<file path="src/rtl/aes_bridge_pkg.sv">
// Shared state encoding, frame payload type and byte helpers for the AES decrypt byte bridge.
// Byte k of a 128-bit block lives at bits [127-8k -: 8].
package aes_bridge_pkg;

   localparam int unsigned BLOCK_BYTES = 16;
   localparam int unsigned CNT_W       = 4;
   localparam int unsigned BYTE_W      = 8;
   localparam int unsigned BLOCK_W     = BLOCK_BYTES * BYTE_W;

   typedef enum logic [2:0] {
      ST_RX_KEY    = 3'd0,
      ST_RX_CIPHER = 3'd1,
      ST_START     = 3'd2,
      ST_WAIT_DONE = 3'd3,
      ST_TX        = 3'd4
   } state_e;

   typedef struct packed {
      logic [BLOCK_W-1:0] key;
      logic [BLOCK_W-1:0] cipher;
   } frame_t;

   function automatic logic [BYTE_W-1:0] byte_of(input logic [BLOCK_W-1:0] block,
                                                 input logic [CNT_W-1:0]   idx);
      logic [BLOCK_W-1:0] shifted;
      shifted = block << {idx, 3'b000};
      return shifted[BLOCK_W-1 -: BYTE_W];
   endfunction

   // Replace byte idx of block; (15-idx) is the bitwise inverse of a 4-bit index.
   function automatic logic [BLOCK_W-1:0] put_byte(input logic [BLOCK_W-1:0] block,
                                                   input logic [CNT_W-1:0]   idx,
                                                   input logic [BYTE_W-1:0]  b);
      logic [6:0] sh;
      sh = {~idx, 3'b000};
      return (block & ~(BLOCK_W'(8'hFF) << sh)) | (BLOCK_W'(b) << sh);
   endfunction

endpackage

</file>
<file path="src/rtl/aes_block_serializer.sv">
// Holds the decrypted block and streams it out MSB byte first over a valid/ready handshake.
module aes_block_serializer
   import aes_bridge_pkg::*;
(
   input  logic               clk,
   input  logic               rst_n,
   input  logic               load_i,
   input  logic [BLOCK_W-1:0] block_i,
   input  logic               out_ready_i,
   output logic [BYTE_W-1:0]  out_byte_o,
   output logic               out_valid_o,
   output logic               last_accept_c_o
);

   localparam logic [CNT_W-1:0] CNT_LAST = CNT_W'(BLOCK_BYTES - 1);

   logic [BLOCK_W-1:0] result_q, result_d;
   logic [CNT_W-1:0]   cnt_q, cnt_d;
   logic               out_valid_q, out_valid_d;
   logic [BYTE_W-1:0]  out_byte_q, out_byte_d;
   logic               accept_c;

   assign accept_c        = out_valid_q && out_ready_i;
   assign last_accept_c_o = accept_c && (cnt_q == CNT_LAST);

   always_comb begin
      result_d    = result_q;
      cnt_d       = cnt_q;
      out_valid_d = out_valid_q;
      out_byte_d  = out_byte_q;
      if (load_i) begin
         result_d    = block_i;
         cnt_d       = '0;
         out_valid_d = 1'b1;
         out_byte_d  = byte_of(block_i, CNT_W'(0));
      end else if (accept_c) begin
         cnt_d = cnt_q + CNT_W'(1);
         if (cnt_q == CNT_LAST) begin
            out_valid_d = 1'b0;
         end else begin
            out_byte_d = byte_of(result_q, cnt_q + CNT_W'(1));
         end
      end
   end

   always_ff @(posedge clk or negedge rst_n) begin
      if (!rst_n) begin
         result_q    <= '0;
         cnt_q       <= '0;
         out_valid_q <= 1'b0;
         out_byte_q  <= '0;
      end else begin
         result_q    <= result_d;
         cnt_q       <= cnt_d;
         out_valid_q <= out_valid_d;
         out_byte_q  <= out_byte_d;
      end
   end

   assign out_byte_o  = out_byte_q;
   assign out_valid_o = out_valid_q;

endmodule

</file>
<file path="src/rtl/aes_decrypt_byte_bridge.sv">
// Byte-stream bridge around the AES-128 decryptor: gathers key+cipher, runs one decrypt, returns plaintext.
// Optional KEY_REUSE_EN adds reuse_key so a frame may skip the key and reuse the last loaded one.
module aes_decrypt_byte_bridge
   import aes_bridge_pkg::*;
#(
   parameter int unsigned TIMEOUT_CYCLES = 64,
   parameter int unsigned TO_W           = 7
) (
   input  logic               clk,
   input  logic               rst,
`ifdef KEY_REUSE_EN
   input  logic               reuse_key,
`endif
   input  logic [BYTE_W-1:0]  in_byte,
   input  logic               in_valid,
   output logic               in_ready,
   output logic [BYTE_W-1:0]  out_byte,
   output logic               out_valid,
   input  logic               out_ready,
   output logic [BLOCK_W-1:0] chave,
   output logic [BLOCK_W-1:0] cifra,
   output logic               start,
   input  logic [BLOCK_W-1:0] palavra,
   input  logic               done,
   output logic               busy,
   output logic               timeout_err
);

   localparam logic [TO_W-1:0]  TO_LAST  = TO_W'(TIMEOUT_CYCLES - 1);
   localparam logic [CNT_W-1:0] CNT_LAST = CNT_W'(BLOCK_BYTES - 1);

   state_e           state_q, state_d;
   logic [CNT_W-1:0] cnt_q, cnt_d;
   frame_t           frame_q, frame_d;
   logic [TO_W-1:0]  to_cnt_q, to_cnt_d;
   logic             timeout_err_q, timeout_err_d;
   logic             in_ready_q;
   logic             busy_q;
   logic             start_q;
   logic             xfer_c;
   logic             reuse_c;
   logic             load_c;
   logic             tx_last_c;

   assign xfer_c = in_valid && in_ready_q;

`ifdef KEY_REUSE_EN
   logic key_loaded_q;
   logic key_done_c;

   assign reuse_c    = reuse_key && key_loaded_q && (cnt_q == '0);
   assign key_done_c = xfer_c && (state_q == ST_RX_KEY) && !reuse_c && (cnt_q == CNT_LAST);

   always_ff @(posedge clk or negedge rst) begin
      if (!rst) begin
         key_loaded_q <= 1'b0;
      end else if (key_done_c) begin
         key_loaded_q <= 1'b1;
      end
   end
`else
   assign reuse_c = 1'b0;
`endif

   // Next-state and frame assembly
   always_comb begin
      state_d       = state_q;
      cnt_d         = cnt_q;
      frame_d       = frame_q;
      to_cnt_d      = to_cnt_q;
      timeout_err_d = timeout_err_q;
      load_c        = 1'b0;
      case (state_q)
         ST_RX_KEY: begin
            if (xfer_c) begin
               if (cnt_q == '0) timeout_err_d = 1'b0;
               if (reuse_c) begin
                  frame_d.cipher = put_byte(frame_q.cipher, CNT_W'(0), in_byte);
                  cnt_d          = CNT_W'(1);
                  state_d        = ST_RX_CIPHER;
               end else begin
                  frame_d.key = put_byte(frame_q.key, cnt_q, in_byte);
                  cnt_d       = cnt_q + CNT_W'(1);
                  if (cnt_q == CNT_LAST) state_d = ST_RX_CIPHER;
               end
            end
         end
         ST_RX_CIPHER: begin
            if (xfer_c) begin
               frame_d.cipher = put_byte(frame_q.cipher, cnt_q, in_byte);
               cnt_d          = cnt_q + CNT_W'(1);
               if (cnt_q == CNT_LAST) state_d = ST_START;
            end
         end
         ST_START: begin
            state_d  = ST_WAIT_DONE;
            to_cnt_d = '0;
            cnt_d    = '0;
         end
         ST_WAIT_DONE: begin
            // done on the final counted cycle still wins over the timeout
            if (done) begin
               load_c  = 1'b1;
               state_d = ST_TX;
               cnt_d   = '0;
            end else if (to_cnt_q == TO_LAST) begin
               timeout_err_d = 1'b1;
               state_d       = ST_RX_KEY;
               cnt_d         = '0;
            end else begin
               to_cnt_d = to_cnt_q + TO_W'(1);
            end
         end
         ST_TX: begin
            if (tx_last_c) begin
               state_d = ST_RX_KEY;
               cnt_d   = '0;
            end
         end
         default: begin
            state_d = ST_RX_KEY;
            cnt_d   = '0;
         end
      endcase
   end

   // State and registered outputs, the latter decoded from the upcoming state
   always_ff @(posedge clk or negedge rst) begin
      if (!rst) begin
         state_q       <= ST_RX_KEY;
         cnt_q         <= '0;
         frame_q       <= '0;
         to_cnt_q      <= '0;
         timeout_err_q <= 1'b0;
         in_ready_q    <= 1'b1;
         busy_q        <= 1'b0;
         start_q       <= 1'b0;
      end else begin
         state_q       <= state_d;
         cnt_q         <= cnt_d;
         frame_q       <= frame_d;
         to_cnt_q      <= to_cnt_d;
         timeout_err_q <= timeout_err_d;
         in_ready_q    <= (state_d == ST_RX_KEY) || (state_d == ST_RX_CIPHER);
         busy_q        <= (state_d == ST_START) || (state_d == ST_WAIT_DONE) || (state_d == ST_TX);
         start_q       <= (state_d == ST_START);
      end
   end

   aes_block_serializer u_serializer (
      .clk             (clk),
      .rst_n           (rst),
      .load_i          (load_c),
      .block_i         (palavra),
      .out_ready_i     (out_ready),
      .out_byte_o      (out_byte),
      .out_valid_o     (out_valid),
      .last_accept_c_o (tx_last_c)
   );

   assign in_ready    = in_ready_q;
   assign busy        = busy_q;
   assign start       = start_q;
   assign chave       = frame_q.key;
   assign cifra       = frame_q.cipher;
   assign timeout_err = timeout_err_q;

endmodule

</file>
<file path="config.mk">
export PLATFORM = sky130hd
export DESIGN_NAME = aes_decrypt_byte_bridge
export DESIGN_NICKNAME = d
export VERILOG_FILES = /design/src/rtl/aes_bridge_pkg.sv /design/src/rtl/aes_block_serializer.sv /design/src/rtl/aes_decrypt_byte_bridge.sv
export SDC_FILE = /design/constraint.sdc
export NUM_CORES = 1
export LEC_CHECK = 0
export ABC_AREA = 0
export CAP_MARGIN = 10
export CORE_ASPECT_RATIO = 1.5
export CORE_MARGIN = 2
export CORE_UTILIZATION = 41
export DETAILED_ROUTE_END_ITERATION = 8
export HOLD_SLACK_MARGIN = 0.03
export PLACE_DENSITY_LB_ADDON = 0.25
export REMOVE_ABC_BUFFERS = 1
export SLEW_MARGIN = 0
export SYNTH_ARGS = -nofsm -noshare
export SYNTH_HDL_FRONTEND = slang
export SYNTH_SLANG_ARGS = --single-unit
</file>
<file path="constraint.sdc">
create_clock -name clk -period 6.2 [get_ports clk]
set_clock_uncertainty 0.1 [all_clocks]
set_input_delay 1.55 -clock clk [delete_from_list [all_inputs] [get_ports clk]]
set_output_delay 1.55 -clock clk [all_outputs]
set_load 0.01 [all_outputs]
</file>
# [Yosys cells after proc, flatten, opt, wreduce, memory -nomap -nowiden]
# Cells that the tools add are included.
[word_totals] regBits=415 input_bits=141
[op_classes] n_addsub=3 n_eq_ne=20 shifts=3 n_mux=33 bitwise=7 reduce_logical=21
[op_table] cell="$and A128 B128 Y128" count=2
[op_table] cell="$or A128 B128 Y128" count=2
[op_table] cell="$pmux W128 S2" count=1
[op_table] cell="$mux W128" count=1
[op_table] cell="$not A128 Y128" count=1
[op_table] cell="$shl A128 B7 Y128" count=1
[op_table] cell="$shl A8 B7 Y128" count=1
[op_table] cell="$shl A8 B7 Y128 const A" count=1
[op_table] cell="$mux W4" count=6
[op_table] cell="$mux W8" count=3
[op_table] cell="$mux W3" count=7
[op_table] cell="$pmux W3 S5" count=1
[op_table] cell="$mux W7" count=2
[op_table] cell="$ne A2 B2 Y1 const B" count=7
[op_table] cell="$pmux W7 S2" count=1
[op_table] cell="$eq A3 B2 Y1 const B" count=4
[op_table] cell="$pmux W4 S3" count=1
[op_table] cell="$mux W1" count=9
[op_table] cell="$reduce_and A3 Y1" count=3
[op_table] cell="$add A4 B1 Y4 const B" count=2
[op_table] cell="$eq A4 B4 Y1 const B" count=2
[op_table] cell="$reduce_bool A2 Y1" count=4
[op_table] cell="$add A7 B1 Y7 const B" count=1
[op_table] cell="$eq A7 B6 Y1 const B" count=1
[op_table] cell="14 further kinds" count=23

# [Depth between registers and ports, before layout]
[depth] word_depth=7 mapped_depth=7 ltp_nobuf=6

# [Hierarchy]
# From an unflattened synthesis, not the netlist that was laid out.
[unflattened] cells_unflattened=1173 area_unflattened_um2=16813.6
[by_module_without_submodules] module="aes_decrypt_byte_bridge" instances=1 cells_each=777 area_each_um2=10476.3
[by_module_without_submodules] module="aes_block_serializer" instances=1 cells_each=396 area_each_um2=6337.3

# [Worst setup path before layout]
# OpenSTA, ideal clock, no wires.
[synth_path] path_kind="input-to-reg" from="input port in_valid" to="register frame_q, in the netlist chave[48]" arrival_time_ns=2.608 t_required_ns=5.979 path_slack_ns=3.371 stages=5 n_path_buf=1 path_cell_list="nand2_1 > nor4_1 > buf_2 > nand2_1 > a22o_1"
[synth_between] elab_chain_len=2
[synth_rtl] item="from (decl)" line_no="aes_decrypt_byte_bridge.sv:15" rtl="input logic in_valid,"
[synth_rtl] item="$logic_and A1 B1 Y1" line_no="aes_decrypt_byte_bridge.sv:45" rtl="assign xfer_c = in_valid && in_ready_q;"
[synth_rtl] item="$reduce_and A2 Y1 (no source line)"
[synth_rtl] item="to (signal assigned)" line_no="aes_decrypt_byte_bridge.sv:141" rtl="frame_q <= frame_d;"
[synth_rtl] item="to (decl)" line_no="aes_decrypt_byte_bridge.sv:34" rtl="frame_t frame_q, frame_d;"
# No other way between the ends.
# A chain may end at the register's enable or synchronous reset.

# [Worst setup path in the final report]
[layout_path] from="input port done" to="register u_serializer.out_byte_q[3] (netlist: u_serializer.out_byte_o[3])"
[layout_between] elab_chain_len=4 elab_cells_between_ends=6 cone_classes="eq/ne: 1; mux: 3; reduce/logical: 2"
[layout_rtl] item="from (decl)" line_no="aes_decrypt_byte_bridge.sv:24" rtl="input logic done,"
[layout_rtl] item="$mux W1 (*)" line_no="aes_decrypt_byte_bridge.sv:102" rtl="if (done) begin"
[layout_rtl] item="$mux W1 (*)" line_no="aes_decrypt_byte_bridge.sv:73" rtl="case (state_q)"
[layout_rtl] item="$ne A2 B2 Y1 (no source line) or $reduce_bool A2 Y1 (tied branches)"
[layout_rtl] item="$reduce_and A2 Y1 (no source line)"
[layout_rtl] item="to (signal assigned)" line_no="aes_block_serializer.sv:56" rtl="out_byte_q <= out_byte_d;"
[layout_rtl] item="to (decl)" line_no="aes_block_serializer.sv:20" rtl="logic [BYTE_W-1:0] out_byte_q, out_byte_d;"
# Every way passes the cells marked *; elsewhere a longest branch is shown, timed or not.

==> impl_metrics.env <==
export IMPL_outcome="completed"
export IMPL_yosys_warnings=0
export IMPL_max_cap_violations=0
export IMPL_synth_mux_area_share_pct=5.46
export IMPL_final_util_pct=56.5
export IMPL_avgViaCountPerCell=5.49
export IMPL_synth_area_per_cell_um2=11.8
export IMPL_drive_gt1_share_pct=7.36
export IMPL_r2r_slack_ps=3160
export IMPL_nNetsFinal=1950
export IMPL_worst_setup_path_start_kind="input pin"
export IMPL_design_area_um2=22600
export IMPL_drc_errors=0
export IMPL_firstDrtPassIters=6
export IMPL_m1WireLength_um=19900
export IMPL_ir_drop_mv=0.227
export IMPL_power_frac_seq_pct=38.9
export IMPL_antenna_found_initial=0
export IMPL_max_freq_mhz=269
export IMPL_place_hpwl_um=36000
export IMPL_total_power_mw=11.4
export IMPL_syn_inst=1403
export IMPL_setup_tns_ps=0
export IMPL_wl_met3_um=3170
export IMPL_met2_length_um=25400
export IMPL_synth_xor_area_share_pct=0.310
export IMPL_crit_buf_inv=2
export IMPL_setup_violations=0
export IMPL_synth_distinct_cells=51
export IMPL_grt_pass1_wl_um=77900
export IMPL_crit_path_end_kind="flip-flop"
export IMPL_rsz0062_at_grt="no"
export IMPL_timing_final_crit_share_pct=59.9
export IMPL_period_minus_slack_ps=3710
export IMPL_swShare_pct=33.1
export IMPL_ctsHoldBuffers=0
export IMPL_path_delay_family="buffers and inverters"
export IMPL_numPortBuffers=409
export IMPL_synth_adder_area_share_pct=0.605
export IMPL_ys_seq_area_share_pct=62.8
export IMPL_area_delta_synth_final_pct=36.5
export IMPL_tightest_slew_ps=919
export IMPL_synth_compound_area_share_pct=15.2
export IMPL_synth_top_family_by_area="compound AO/OA/AOI/OAI gates"
export IMPL_routed_wl_um=50500
export IMPL_critPathKind="in -> reg"
export IMPL_grt_overflow_total=0
export IMPL_cts_buffer_depth=3
export IMPL_dpl_cell_area_um2=21200
export IMPL_p_per_area_nw_per_um2=505
export IMPL_cts_buffers_inserted=40
export IMPL_die_y_um=250
export IMPL_path_clk_slew_ps=60
export IMPL_diodes=0
export IMPL_vias=12800
export IMPL_ant_nets=0
export IMPL_wl_per_cell_um=21.6
export IMPL_cts_resized=0
export IMPL_grtUsageTotal_pct=23.9
export IMPL_synthArstFlopShare_pct=100
export IMPL_cts_root_buffer_cell="clkbuf_16"
export IMPL_cts_sinks=415
export IMPL_cp_required_ps=6560
export IMPL_ios=410
export IMPL_cts_tree="yes"
export IMPL_cp_arrival_ps=4070
export IMPL_synth_edf_count=0
export IMPL_postCtsSetupBuffers=0
export IMPL_synth_simple_area_share_pct=13.6
export IMPL_ys_ff_latch=415
export IMPL_cpPeakStageDelay_ps=820
export IMPL_drtIter0Drc=957
export IMPL_fill_cells=3409
export IMPL_die_w_um=168
export IMPL_synth_cell_area_um2=16500
export IMPL_globalplace_congestion=0.826
export IMPL_core_area_um2=40000
export IMPL_drv_slew=0
export IMPL_combPwrFrac_pct=38.2
export IMPL_clock_power_share_pct=22.8
export IMPL_max_slew_margin_pct=38.4
export IMPL_grt_pass1_vias=13300
export IMPL_crit_slowest_cell="and4b_4"
export IMPL_hold_viol_final=0
export IMPL_path_cells="clkdlybuf4s50_1, and4b_4, buf_4, and2_1, a221oi_1, a31oi_1"
export IMPL_leakage_nw=10.3
export IMPL_critPathMaxFanout=77
export IMPL_insertion_delay_ps=540
export IMPL_start_util_pct=41.4
export IMPL_ys_flop_type="dfrtp_1"
export IMPL_die_area_um2=42000
export IMPL_std_cell_rows=90
export IMPL_p_sw_mw=3.77
export IMPL_hp_class="reg -> reg"
export IMPL_cell_internal_pwr_mw=7.64
export IMPL_grt_max_degree=117
export IMPL_htree_levels=2
export IMPL_maxUsedRoutingLayer="met4"
[flip-flops by register name (all words and copies together) (netlist names)]
| name | flops |
|---|---|
| chave | 128 |
| cifra | 128 |
| u_serializer.result_q | 128 |
| u_serializer.out_byte_o | 8 |
| to_cnt_q | 7 |
| cnt_q | 4 |
| u_serializer.cnt_q | 4 |
| state_q | 3 |
| busy | 1 |
| in_ready | 1 |
| start | 1 |
| timeout_err | 1 |
| u_serializer.out_valid_o | 1 |
[through the flow]
| stage | hold slack [ps] | setup slack (ps) | cells |
|---|---|---|---|
| final | 368 | 2490 | 2339 |
| after global routing | 384 | 2300 | 2339 |
| after floorplan | 337 | 1040 | 1327 |
| after global placement | 352 | 1930 | 2264 |
| after detailed placement | 358 | 1910 | 2264 |
| after CTS | 373 | 2490 | 2338 |
[power by group through the flow]
| stage | clock (mW) | sequential (mW) | combinational [mW] |
|---|---|---|---|
| global route | 2.76 | 4.55 | 4.67 |
| global placement | 0 | 4.44 | 4.33 |
| finish | 2.60 | 4.44 | 4.36 |
| floorplan | 0 | 4.67 | 1.71 |
| CTS | 2.66 | 4.44 | 4.41 |
| detailed placement | 0 | 4.48 | 4.40 |
[per-layer routing]
| metal | up-vias | global-route usage (%) |
|---|---|---|
| met5 | - | 0 |
| met4 | 0 | 9.94 |
| met3 | 110 | 5.00 |
| met2 | 486 | 42.0 |
| met1 | 6444 | 28.4 |
| li1 | 5797 | - |
[area by class of cell]
cell class	instances	area [µm²]	area share [%]
sequential	415	10400	46.0
multi-input combinational	907	5840	25.9
timing repair buffer	432	4310	19.1
clock buffer	59	1160	5.15
tap	506	633	2.80
clock inverter	15	236	1.05
inverter	5	18.8	0.0831
[worst register-to-register path, cell delays in order (launching register included)]
cell,delay (ps)
dfrtp_1,620
clkinv_1,310
ha_1,340
nor2b_1,670
nand3_1,520
a22o_1,370
[final timing paths]
kind / start / to / depth (start not counted)
worst max register to register: cnt_q[0]$_DFFE_PN0P_ / timeout_err$_DFFE_PN0P_ / 5
worst min register to register: u_serializer.result_q[25]$_DFFE_PN0P_ / u_serializer.result_q[25]$_DFFE_PN0P_ / 2
worst max-delay path: done / u_serializer.out_byte_o[3]$_DFFE_PN0P_ / 6
worst min-delay path: u_serializer.result_q[25]$_DFFE_PN0P_ / u_serializer.result_q[25]$_DFFE_PN0P_ / 2
min in group asynchronous: rst / cifra[8]$_DFFE_PN0P_ / 1
max in group asynchronous: rst / u_serializer.cnt_q[0]$_DFFE_PN0P_ / 2
[cells by family after synthesis]
logic type      count (synthesis)
flops                         415
mux                            49
fa+ha+maj                       8
compound gates                297
xor+xnor                        5
buf+inv                        81
simple gates                  548
[Yosys cell counts (all sizes together), types with 3 or more instances]
library cell  count  share of area, %
and2              3              0.11
mux4             32               4.4
a21oi             4              0.12
o2bb2ai          88               4.7
nor2             30              0.68
and3              3              0.11
nor3              6              0.30
nor2b            13              0.49
o221ai            6              0.32
or4               3              0.14
inv               4             0.091
o211ai            6              0.27
clkbuf           58               1.3
a21boi            6              0.27
mux2              4              0.27
xor2              4              0.26
o21ai            12              0.36
dfrtp           414                63
ha                8              0.60
a22o            162               8.6
nand2b            3              0.11
nand2           442                10
a31oi             3              0.11
nand3            30              0.91
mux2i            13              0.79
buf              18              0.60
[cell usage in the layout (no fill, tap or decap), drive strengths merged, types with 3 or more instances in the layout]
cell type,Yosys,routed
a21boi,6,6
a21oi,4,4
a22o,162,162
a31oi,3,3
and2,3,3
and3,3,3
buf,18,24
bufinv,0,6
clkbuf,58,59
clkdlybuf4s50,0,408
clkinv,1,8
dfrtp,414,414
ha,8,8
inv,4,6
mux2,4,4
mux2i,13,13
mux4,32,32
nand2,442,442
nand2b,3,3
nand3,30,30
nor2,30,30
nor2b,13,13
nor3,6,6
o211ai,6,6
o21ai,12,12
o221ai,6,6
o2bb2ai,88,88
or4,3,3
xor2,4,4
(Power assumes the default switching activity.)
